## src/rtl/alu_issue_ctrl.sv

```systemverilog
// alu_issue_ctrl: operand/issue stage around a fixed-latency ALU.
// Owns the register file (R0 = AC). It snapshots operands at accept, sends a
// one-cycle enable, waits ALU_LAT cycles, then writes back C_bus and Z_flag.
module alu_issue_ctrl #(
  parameter int DATA_W  = 24,
  parameter int NREGS   = 8,
  parameter int ALU_LAT = 4
) (
  input  logic              clk,
  input  logic              reset,
  input  logic              req_valid,
  output logic              req_ready,
  input  logic [3:0]        req_op,
  input  logic [2:0]        req_srcb,
  input  logic [2:0]        req_dst,
  input  logic              req_wb,
  input  logic              ext_wr_en,
  input  logic [2:0]        ext_wr_addr,
  input  logic [DATA_W-1:0] ext_wr_data,
  input  logic [2:0]        rd_addr,
  output logic [DATA_W-1:0] rd_data,
  output logic [DATA_W-1:0] A_bus,
  output logic [DATA_W-1:0] B_bus,
  output logic [3:0]        operation,
  output logic              alu_enable,
  input  logic [DATA_W-1:0] C_bus,
  input  logic              Z_flag,
  output logic              z_status,
  output logic              done
);

  localparam int CW = $clog2(ALU_LAT + 1);

  typedef enum logic [1:0] {S_IDLE, S_ISSUE, S_WAIT, S_WB} state_t;

  state_t                        r_state, w_next;
  logic [NREGS-1:0][DATA_W-1:0]  r_regs;
  logic [CW-1:0]                 r_cnt;
  logic [2:0]                    r_dst;
  logic                          r_wb;
  logic                          r_legal;

  logic w_accept, w_legal, w_wb_we;

  // Opcodes 0001..1011 reach the ALU; anything else completes immediately.
  assign w_legal  = (req_op >= 4'd1) && (req_op <= 4'd11);
  assign w_accept = (r_state == S_IDLE) && req_valid;
  assign w_wb_we  = (r_state == S_WB) && r_wb && r_legal;

  assign req_ready = (r_state == S_IDLE);
  assign done      = (r_state == S_WB);
  assign rd_data   = r_regs[rd_addr];

  // State register.
  always_ff @(posedge clk or posedge reset) begin
    if (reset) r_state <= S_IDLE;
    else       r_state <= w_next;
  end

  // Next state: illegal ops skip straight to WB so done pulses at t+1.
  always_comb begin
    w_next = r_state;
    case (r_state)
      S_IDLE:  if (req_valid) w_next = w_legal ? S_ISSUE : S_WB;
      S_ISSUE: w_next = S_WAIT;
      S_WAIT:  if (r_cnt == '0) w_next = S_WB;
      S_WB:    w_next = S_IDLE;
      default: w_next = S_IDLE;
    endcase
  end

  // Latency counter: loaded at accept and counted down through ISSUE and WAIT,
  // so WB lands exactly ALU_LAT cycles after the enable pulse.
  always_ff @(posedge clk or posedge reset) begin
    if (reset)
      r_cnt <= '0;
    else if (w_accept)
      r_cnt <= CW'(ALU_LAT - 1);
    else if (((r_state == S_ISSUE) || (r_state == S_WAIT)) && (r_cnt != '0))
      r_cnt <= r_cnt - 1'b1;
  end

  // Request latch and operand snapshot; buses stay put until the next legal accept.
  always_ff @(posedge clk or posedge reset) begin
    if (reset) begin
      r_dst      <= '0;
      r_wb       <= 1'b0;
      r_legal    <= 1'b0;
      A_bus      <= '0;
      B_bus      <= '0;
      operation  <= '0;
      alu_enable <= 1'b0;
    end else begin
      alu_enable <= w_accept && w_legal;
      if (w_accept) begin
        r_dst   <= req_dst;
        r_wb    <= req_wb;
        r_legal <= w_legal;
        if (w_legal) begin
          A_bus     <= r_regs[0];
          B_bus     <= r_regs[req_srcb];
          operation <= req_op;
        end
      end
    end
  end

  // Register file: ALU write-back takes priority over an external write to the same index.
  always_ff @(posedge clk or posedge reset) begin
    if (reset) begin
      r_regs <= '0;
    end else begin
      for (int i = 0; i < NREGS; i++) begin
        if (w_wb_we && (r_dst == 3'(i)))
          r_regs[i] <= C_bus;
        else if (ext_wr_en && (ext_wr_addr == 3'(i)))
          r_regs[i] <= ext_wr_data;
      end
    end
  end

  // Zero flag capture on completion of every legal op.
  always_ff @(posedge clk or posedge reset) begin
    if (reset)                           z_status <= 1'b0;
    else if ((r_state == S_WB) && r_legal) z_status <= Z_flag;
  end

endmodule

```

## config.mk

```make
export PLATFORM = sky130hd
export DESIGN_NAME = alu_issue_ctrl
export DESIGN_NICKNAME = d
export VERILOG_FILES = /design/src/rtl/alu_issue_ctrl.sv
export SDC_FILE = /design/constraint.sdc
export NUM_CORES = 1
export LEC_CHECK = 0
export ABC_AREA = 1
export CAP_MARGIN = 0
export CORE_MARGIN = 5
export CORE_UTILIZATION = 63
export DETAILED_ROUTE_END_ITERATION = 8
export GPL_TIMING_DRIVEN = 0
export PLACE_DENSITY = 0.91
export SYNTH_ARGS = -nofsm -noshare
export SYNTH_HDL_FRONTEND = slang
export SYNTH_SLANG_ARGS = --single-unit
```

## constraint.sdc

```tcl
create_clock -name clk -period 25.6 [get_ports clk]
set_input_delay 6.4 -clock clk [delete_from_list [all_inputs] [get_ports clk]]
set_output_delay 6.4 -clock clk [all_outputs]
set_load 0.005 [all_outputs]
```

==> reports/qor.log, run 1 <==
INFO  die            placement_rows=58
INFO  sta            finalSetupTns=0ns
INFO  final_layout   stdcell_area=18220squm
INFO  power_and_ir_drop internal_power=1.035mW
INFO  global_routing grt_max_degree=130
INFO  power_and_ir_drop total_leakage_power=9.002nW
INFO  worst_hold_path min_from=operation[1]$_DFFE_PP0P_
INFO  power_and_ir_drop power.density_cell_area=90.45nW/um^2
INFO  logic_synthesis syn_nets=2390
INFO  sta            slew_viol_final=0
INFO  clock_tree     tritoncts.num_buffers=28
INFO  logic_synthesis synth_enable_flop_cells=0
INFO  final_layout   nFillCells=2085
INFO  sta            final_critical_path_setup_slack=10.41ns
INFO  die            starting_density_of_the_core=63.28%
INFO  power_and_ir_drop design_power_total=1.648mW
INFO  logic_synthesis ys_seq_elements=256
INFO  sta            clock-skew-final=0.01937ns
INFO  critical_path  slowest_stage_delay_cp=0.59ns
INFO  global_routing antenna_found_initial=1
INFO  logic_synthesis synth_area=15800squm
INFO  critical_path  worst-path-max-fanout=10
INFO  placement      detailedPlacementHpwl=47010um
INFO  critical_path  criticalPathCategory=in -> out
INFO  logic_synthesis post_synth_main_area_contributors=dfrtp_1 41%, nand3_1 23%, nand2_1 14%
INFO  power_and_ir_drop seq_power_share=39.4%
INFO  logic_synthesis async_flop_share=100.0%
INFO  sta            hold_viol_final=0
INFO  logic_synthesis synthFlopType=dfrtp_1
INFO  logic_synthesis synthDominantAreaCellType=dfrtp_1
INFO  sta            finalCriticalPeriod=15.19ns
INFO  global_routing total_grt_usage=43.59%
INFO  critical_path  startpoint_type=input pin
INFO  global_routing first_global_vias=16893
INFO  sta            rsz0062_at_grt=false
INFO  die            placeableCoreArea=24960squm
INFO  clock_tree     clkSinkCount=256
INFO  placement      gp_congestion=1.066
INFO  sta            post-route-period-util=59.34%
INFO  sta            timing_worst_slew_pin_value=0.9434ns
INFO  clock_tree     tritoncts=done
INFO  die            design.die.area=28340squm
INFO  power_and_ir_drop power_switching=0.6128mW
INFO  placement      dp_slack=10.53ns
INFO  die            dieHeight=168.4um
INFO  logic_synthesis synth_cells=2314
INFO  clock_tree     ctsResizeCount=0
INFO  clock_tree     clockBufferDepth=3
INFO  global_routing wire_length_of_the_first_global_routing_pass=96030um
INFO  die            number_of_placed_i_o_pins=150
INFO  power_and_ir_drop netSwitchingFraction=37.19%
INFO  route          totalWireLength=63780um
INFO  logic_synthesis ys_seq_area_share=40.55%
INFO  die            die-width=168.4um
INFO  clock_tree     cts_setup_buffers=0
INFO  clock_tree     cts_root_cell=clkbuf_16
INFO  route          dr.first_iter.drc_count=3159
INFO  clock_tree     number_of_h_tree_branching_levels=1
INFO  critical_path  crit_start=rd_addr[1]
INFO  clock_tree     ctsHoldBuffers=0
INFO  critical_path  cp_required=19.20ns
INFO  critical_path  crit_path_top_delay_cell=clkdlybuf4s50_1
INFO  logic_synthesis synth.lib_cells_used.distinct=22
INFO  placement      port-buffer-count=98
INFO  global_routing grt_overflow=0
INFO  logic_synthesis synth.yosys.warnings=0
INFO  route          final_antenna_net_count=0
INFO  route          drt-vias-per-instance=6.439
INFO  critical_path  timing.rr.start=r_state[0]$_DFFE_PP0P_
INFO  critical_path  critPathArrivalTime=8.79ns
INFO  sta            slew-limit-headroom=37.11%
INFO  route          remaining_drc_errors=0
INFO  final_layout   nNetsFinal=2519
INFO  power_and_ir_drop comb_power_share=33.5%
INFO  clock_tree     clk_transition_reported_paths=0.06ns
INFO  final_layout   area.growth.synth_to_final=15.31%
INFO  final_layout   layout-drive-gt1-share=8.929%
INFO  sta            setup_viol=0
INFO  logic_synthesis post-synth-top-area-fraction=40.55%
INFO  logic_synthesis yosysMostFrequentCell=nand3_1
INFO  placement      place.detailed.instances=2743
INFO  route          drt_pass1_iterations=7
INFO  critical_path  timing.critical_path.mode_cell=nand2_1
INFO  power_and_ir_drop vdd_drop_max=60.86uV
INFO  power_and_ir_drop clkPwrFrac=27.2%
INFO  logic_synthesis most_common_library_cells_after_synthesis=726 x nand3_1, 606 x nand2_1, 256 x dfrtp_1
INFO  run_status     run_status=finished clean
INFO  route          route.vias.total=18003
INFO  logic_synthesis syn_area_per_cell=6.827squm
INFO  run            max-cap-violations=0
INFO  worst_hold_path timing.hold.worst.class=reg -> reg
INFO  critical_path  crit_path_cell_trace=clkdlybuf4s50_1, buf_4, clkbuf_1, a21oi_1, o21ai_0, nand2_1, nand2_1, nand2_1, clkdlybuf4s50_1
INFO  route          average_wire_length_per_cell_after_detail_routing=22.81um
INFO  final_layout   final_cell_count_no_fill=2796
INFO  placement      placed_cell_area=17230squm
INFO  clock_tree     insertion_delay=0.57ns
INFO  critical_path  timing.critical_path.to_type=output port
INFO  sta            max_freq=65.83MHz
cell type report:
type	instances	area, sq um	area share [%]
well taps	330	412.9	2.267
flip-flops and latches	256	6406	35.17
plain buffers	218	1101	6.044
clock buffers	34	723.2	3.970
diodes	2	5.005	0.02747
repair buffers	99	1008	5.536
multi-input cells	1628	7495	41.14
inverters	212	803.3	4.410
clock inverters	17	261.5	1.436
power groups by stage:
| stage | sequential (mW) | combinational (mW) | clock [mW] |
|---|---|---|---|
| final | 0.649 | 0.551 | 0.448 |
| after floorplan | 0.624 | 0.317 | 0 |
| after global placement | 0.643 | 0.509 | 0 |
| after CTS | 0.642 | 0.538 | 0.440 |
| after global routing | 0.663 | 0.605 | 0.458 |
| after detailed placement | 0.648 | 0.529 | 0 |
worst paths after layout:
kind / cells past startpoint / end / slack (ns)
min reg2reg: 2 / operation[1]$_DFFE_PP0P_ / 0.48
max: 9 / rd_data[9] / 10.41
min: 2 / operation[1]$_DFFE_PP0P_ / 0.48
min in group asynchronous: 2 / A_bus[21]$_DFFE_PP0P_ / 6.46
max reg2reg: 8 / B_bus[4]$_DFFE_PP0P_ / 23.63
max in group asynchronous: 3 / r_regs[102]$_DFFE_PP0P_ / 17.98
state kept, by name (all words and copies together) (netlist names):
signal / cells
r_legal: 1
r_state: 2
A_bus: 24
operation: 4
r_cnt: 3
z_status: 1
r_dst: 3
r_regs: 192
B_bus: 24
r_wb: 1
alu_enable: 1
layer usage:
metal  GRT usage (%)  vias up  wire [um]  share of wire [%]
met5               0        -          5             0.0078
met4           20.25        2       3767                5.9
met3           12.42      318       9682                 15
met2           66.63     1609      27650                 43
met1           57.75     8241      22670                 36
li1                -     7833          -                  -
cells in the final DEF, fill, tap and decap left out:
master           count
a21oi_1             99
buf_1               10
buf_16               1
buf_2               74
buf_4               13
buf_6               15
bufinv_16            6
clkbuf_1            89
clkbuf_16           28
clkbuf_2            23
clkdlybuf4s50_1     98
clkinv_2             5
clkinv_4             2
clkinv_8             1
clkinvlp_4           3
dfrtp_1            256
diode_2              2
ha_1                 6
inv_1              189
inv_2               22
inv_8                1
mux2_2               1
nand2_1            606
nand2_2             10
nand3_1            726
nor2_1              17
nor2_2               2
nor2_4               6
nor2_8               1
o21ai_0            147
o21ai_1              1
or2_2                6
per-stage QoR:
| step | hold slack [ns] | util [%] |
|---|---|---|
| global placement | 0.4534 | 68.87 |
| floorplan | 0.4654 | - |
| CTS | 0.4780 | 72.95 |
| detailed placement | 0.4631 | 69.01 |
| finish | 0.4785 | 72.97 |
| global route | 0.4836 | 72.95 |
critical path: cells and delay by family:
| kind | cells | cell delay (ns) |
|---|---|---|
| compound gates | 2 | 0.23 |
| buf+inv | 4 | 1.78 |
| simple gates | 3 | 0.38 |
cells by family (layout without fill, tap and decap cells):
logic type	after synthesis	after routing	synth area share (%)
other cells	0	2	0
mux	1	1	0.07128
simple gates	1374	1374	39.07
compound gates	247	247	7.825
flops	256	256	40.55
buf+inv	430	580	12.01
fa+ha+maj	6	6	0.4752
Note: power is estimated with default switching activity, not from simulation.
==> inputs of run 2 (changes only) <==
- CORE_UTILIZATION: 63 -> 59
- PLACE_DENSITY: 0.91 -> 0.86
- clock period: 25.6 -> 14.69 ns (I/O delays scaled with it)
==> run 2 against run 1 <==
First-iteration DRC count is 25% lower. Sequential power is 73% higher. Clock power is 67% higher. Largest power group unchanged. Highest routed layer is now met4. Register-to-register slack worse by 11 ns. Design area hardly changed. Combinational power is 71% higher. Non-clock buffer count is 1 higher. Power is 71% higher. Hold slack worse by 0.0078 ns. Routed wire length is 3.7% lower. Critical path depth stayed put.
==> reports/qor.log, run 2 (synthesis results as in run 1) <==
INFO  worst_hold_path end_point_of_the_worst_hold_path=operation[3]$_DFFE_PP0P_
INFO  sta            slew_viol_final=0
INFO  die            dieHeight=173.6um
INFO  final_layout   multi_input_area=7495squm
INFO  route          totalWireLength=61420um
INFO  die            placeableCoreArea=26210squm
INFO  route          remaining_drc_errors=0
INFO  clock_tree     tritoncts=done
INFO  sta            max_freq=102.4MHz
INFO  sta            finalSetupTns=0ns
INFO  global_routing total_grt_usage=39.39%
INFO  critical_path  criticalPathCategory=in -> out
INFO  final_layout   regs_by_ff_count=r_regs (192), A_bus (24), B_bus (24)
INFO  power_and_ir_drop netSwitchingFraction=36.80%
INFO  global_routing top_usage_layer=met2
INFO  placement      gp_congestion=1.040
INFO  critical_path  r2r.worst_path.cells=9
INFO  sta            rsz0062_at_grt=false
INFO  final_layout   nNetsFinal=2521
INFO  power_and_ir_drop comb_power_share=33.5%
INFO  final_layout   largest_register=r_regs
INFO  die            placement_rows=59
INFO  clock_tree     cts_root_cell=clkbuf_16
INFO  final_layout   area.growth.synth_to_final=15.29%
INFO  critical_path  worst-path-max-fanout=10
INFO  power_and_ir_drop power.density_cell_area=154.4nW/um^2
INFO  global_routing grt_overflow=0
INFO  global_routing first_global_vias=16212
INFO  sta            clock-skew-final=0.01496ns
INFO  route          final_antenna_net_count=0
INFO  route          drt-vias-per-instance=6.180
INFO  power_and_ir_drop internal_power=1.778mW
INFO  final_layout   regArea=6406squm
INFO  critical_path  r2r_end=B_bus[1]$_DFFE_PP0P_
INFO  critical_path  cp_required=11.02ns
INFO  critical_path  startpoint_type=input pin
INFO  sta            slew-limit-headroom=29.42%
INFO  die            starting_density_of_the_core=60.28%
INFO  sta            setup_viol=0
INFO  clock_tree     clkSinkCount=256
INFO  route          average_wire_length_per_cell_after_detail_routing=21.94um
INFO  route          dr.first_iter.drc_count=2359
INFO  final_layout   antenna_cells=0
INFO  clock_tree     insertion_delay=0.57ns
INFO  critical_path  timing.critical_path.to_type=output port
INFO  power_and_ir_drop seq_power_share=39.9%
INFO  global_routing grt_max_degree=111
INFO  final_layout   layout.cells.most_common=nand3_1
INFO  global_routing grtUsageMet2=59.47%
INFO  sta            finalCriticalPeriod=9.763ns
INFO  placement      port-buffer-count=98
INFO  clock_tree     tritoncts.num_buffers=29
INFO  sta            post-route-period-util=66.46%
INFO  worst_hold_path timing.hold.worst.class=reg -> reg
INFO  run_status     run_status=finished clean
INFO  worst_hold_path min_from=operation[3]$_DFFE_PP0P_
INFO  power_and_ir_drop clkPwrFrac=26.6%
INFO  clock_tree     clk_transition_reported_paths=0.06ns
INFO  critical_path  timing.rr.start=r_state[0]$_DFFE_PP0P_
INFO  final_layout   largest_register_ff_count=192
INFO  power_and_ir_drop vdd_drop_max=113.5uV
INFO  run            max-cap-violations=0
INFO  critical_path  r2r_setup_slack=12.62ns
INFO  power_and_ir_drop design_power_total=2.813mW
INFO  critical_path  crit_start=rd_addr[1]
INFO  final_layout   nFillCells=2241
INFO  route          drt_pass1_iterations=8
INFO  sta            timing_worst_slew_pin_value=1.059ns
INFO  clock_tree     ctsHoldBuffers=0
INFO  final_layout   layout-drive-gt1-share=9.047%
INFO  die            design.die.area=30150squm
INFO  die            number_of_placed_i_o_pins=150
INFO  die            die-width=173.6um
INFO  global_routing grtUsageMet3=11.78%
INFO  worst_hold_path holdPathStages=2
INFO  clock_tree     ctsResizeCount=0
INFO  final_layout   most-common-layout-cells=726 x nand3_1, 606 x nand2_1, 256 x dfrtp_1, 189 x inv_1, 147 x o21ai_0
INFO  power_and_ir_drop total_leakage_power=9.008nW
INFO  placement      detailedPlacementHpwl=46840um
INFO  clock_tree     cts_setup_buffers=0
INFO  power_and_ir_drop power_switching=1.035mW
INFO  clock_tree     number_of_h_tree_branching_levels=1
INFO  route          route.vias.total=17305
INFO  global_routing antenna_found_initial=0
INFO  global_routing wire_length_of_the_first_global_routing_pass=93330um
INFO  critical_path  critPathArrivalTime=6.09ns
INFO  sta            hold_viol_final=0
INFO  global_routing global_route.usage.met1=54.07%
INFO  clock_tree     clockBufferDepth=3
[run 2: stage by stage]
stage | utilization [%] | hold slack [ns] | std cells | cell area (sq um) | setup WS (ns)
2_1_floorplan | - | 0.4654 | 2314 | 15800 | 3.976
3_3_place_gp | 65.62 | 0.4513 | 2747 | 17200 | 0.6812
3_5_place_dp | 65.86 | 0.4624 | 2749 | 17260 | 5.076
4_1_cts | 69.50 | 0.4772 | 2800 | 18210 | 5.075
5_1_grt | 69.50 | 0.4913 | 2800 | 18210 | 4.879
6_report | 69.50 | 0.4707 | 2800 | 18210 | 4.927
[run 2: cell type report]
type	count	area share, %
Buffer	218	6.045
Clock buffer	40	4.596
Clock inverter	11	0.6389
Inverter	212	4.410
Multi-Input combinational cell	1628	41.15
Sequential cell	256	35.17
Tap cell	335	2.301
Timing Repair Buffer	100	5.688
[run 2: power by group through the flow]
stage	clock network (mW)	registers [mW]	logic, mW
global route	0.768	1.15	1.04
finish	0.747	1.12	0.943
CTS	0.738	1.11	0.922
detailed placement	0	1.12	0.916
global placement	0	1.11	0.886
floorplan	0	1.09	0.552
[run 2: critical path, stage by stage]
cell and delay [ns]:
clkdlybuf4s50_1 0.60, buf_4 0.28, clkbuf_1 0.45, a21oi_1 0.06
o21ai_0 0.18, nand2_1 0.16, nand2_1 0.08, nand2_1 0.12
clkdlybuf4s50_1 0.47
[run 2: worst max path at each step]
stage	cells past startpoint	to
detailed placement	9	rd_data[9]
CTS	9	rd_data[9]
global placement	2	r_regs[161]$_DFFE_PP0P_
floorplan	1	A_bus[0]$_DFFE_PP0P_
global route	9	rd_data[13]
finish	9	rd_data[9]
[run 2: routing by layer]
layer / vias up / part of all wire (%)
met5: - / 0
met4: 0 / 4.2
met3: 174 / 15
met2: 1340 / 43
met1: 7960 / 38
li1: 7831 / -
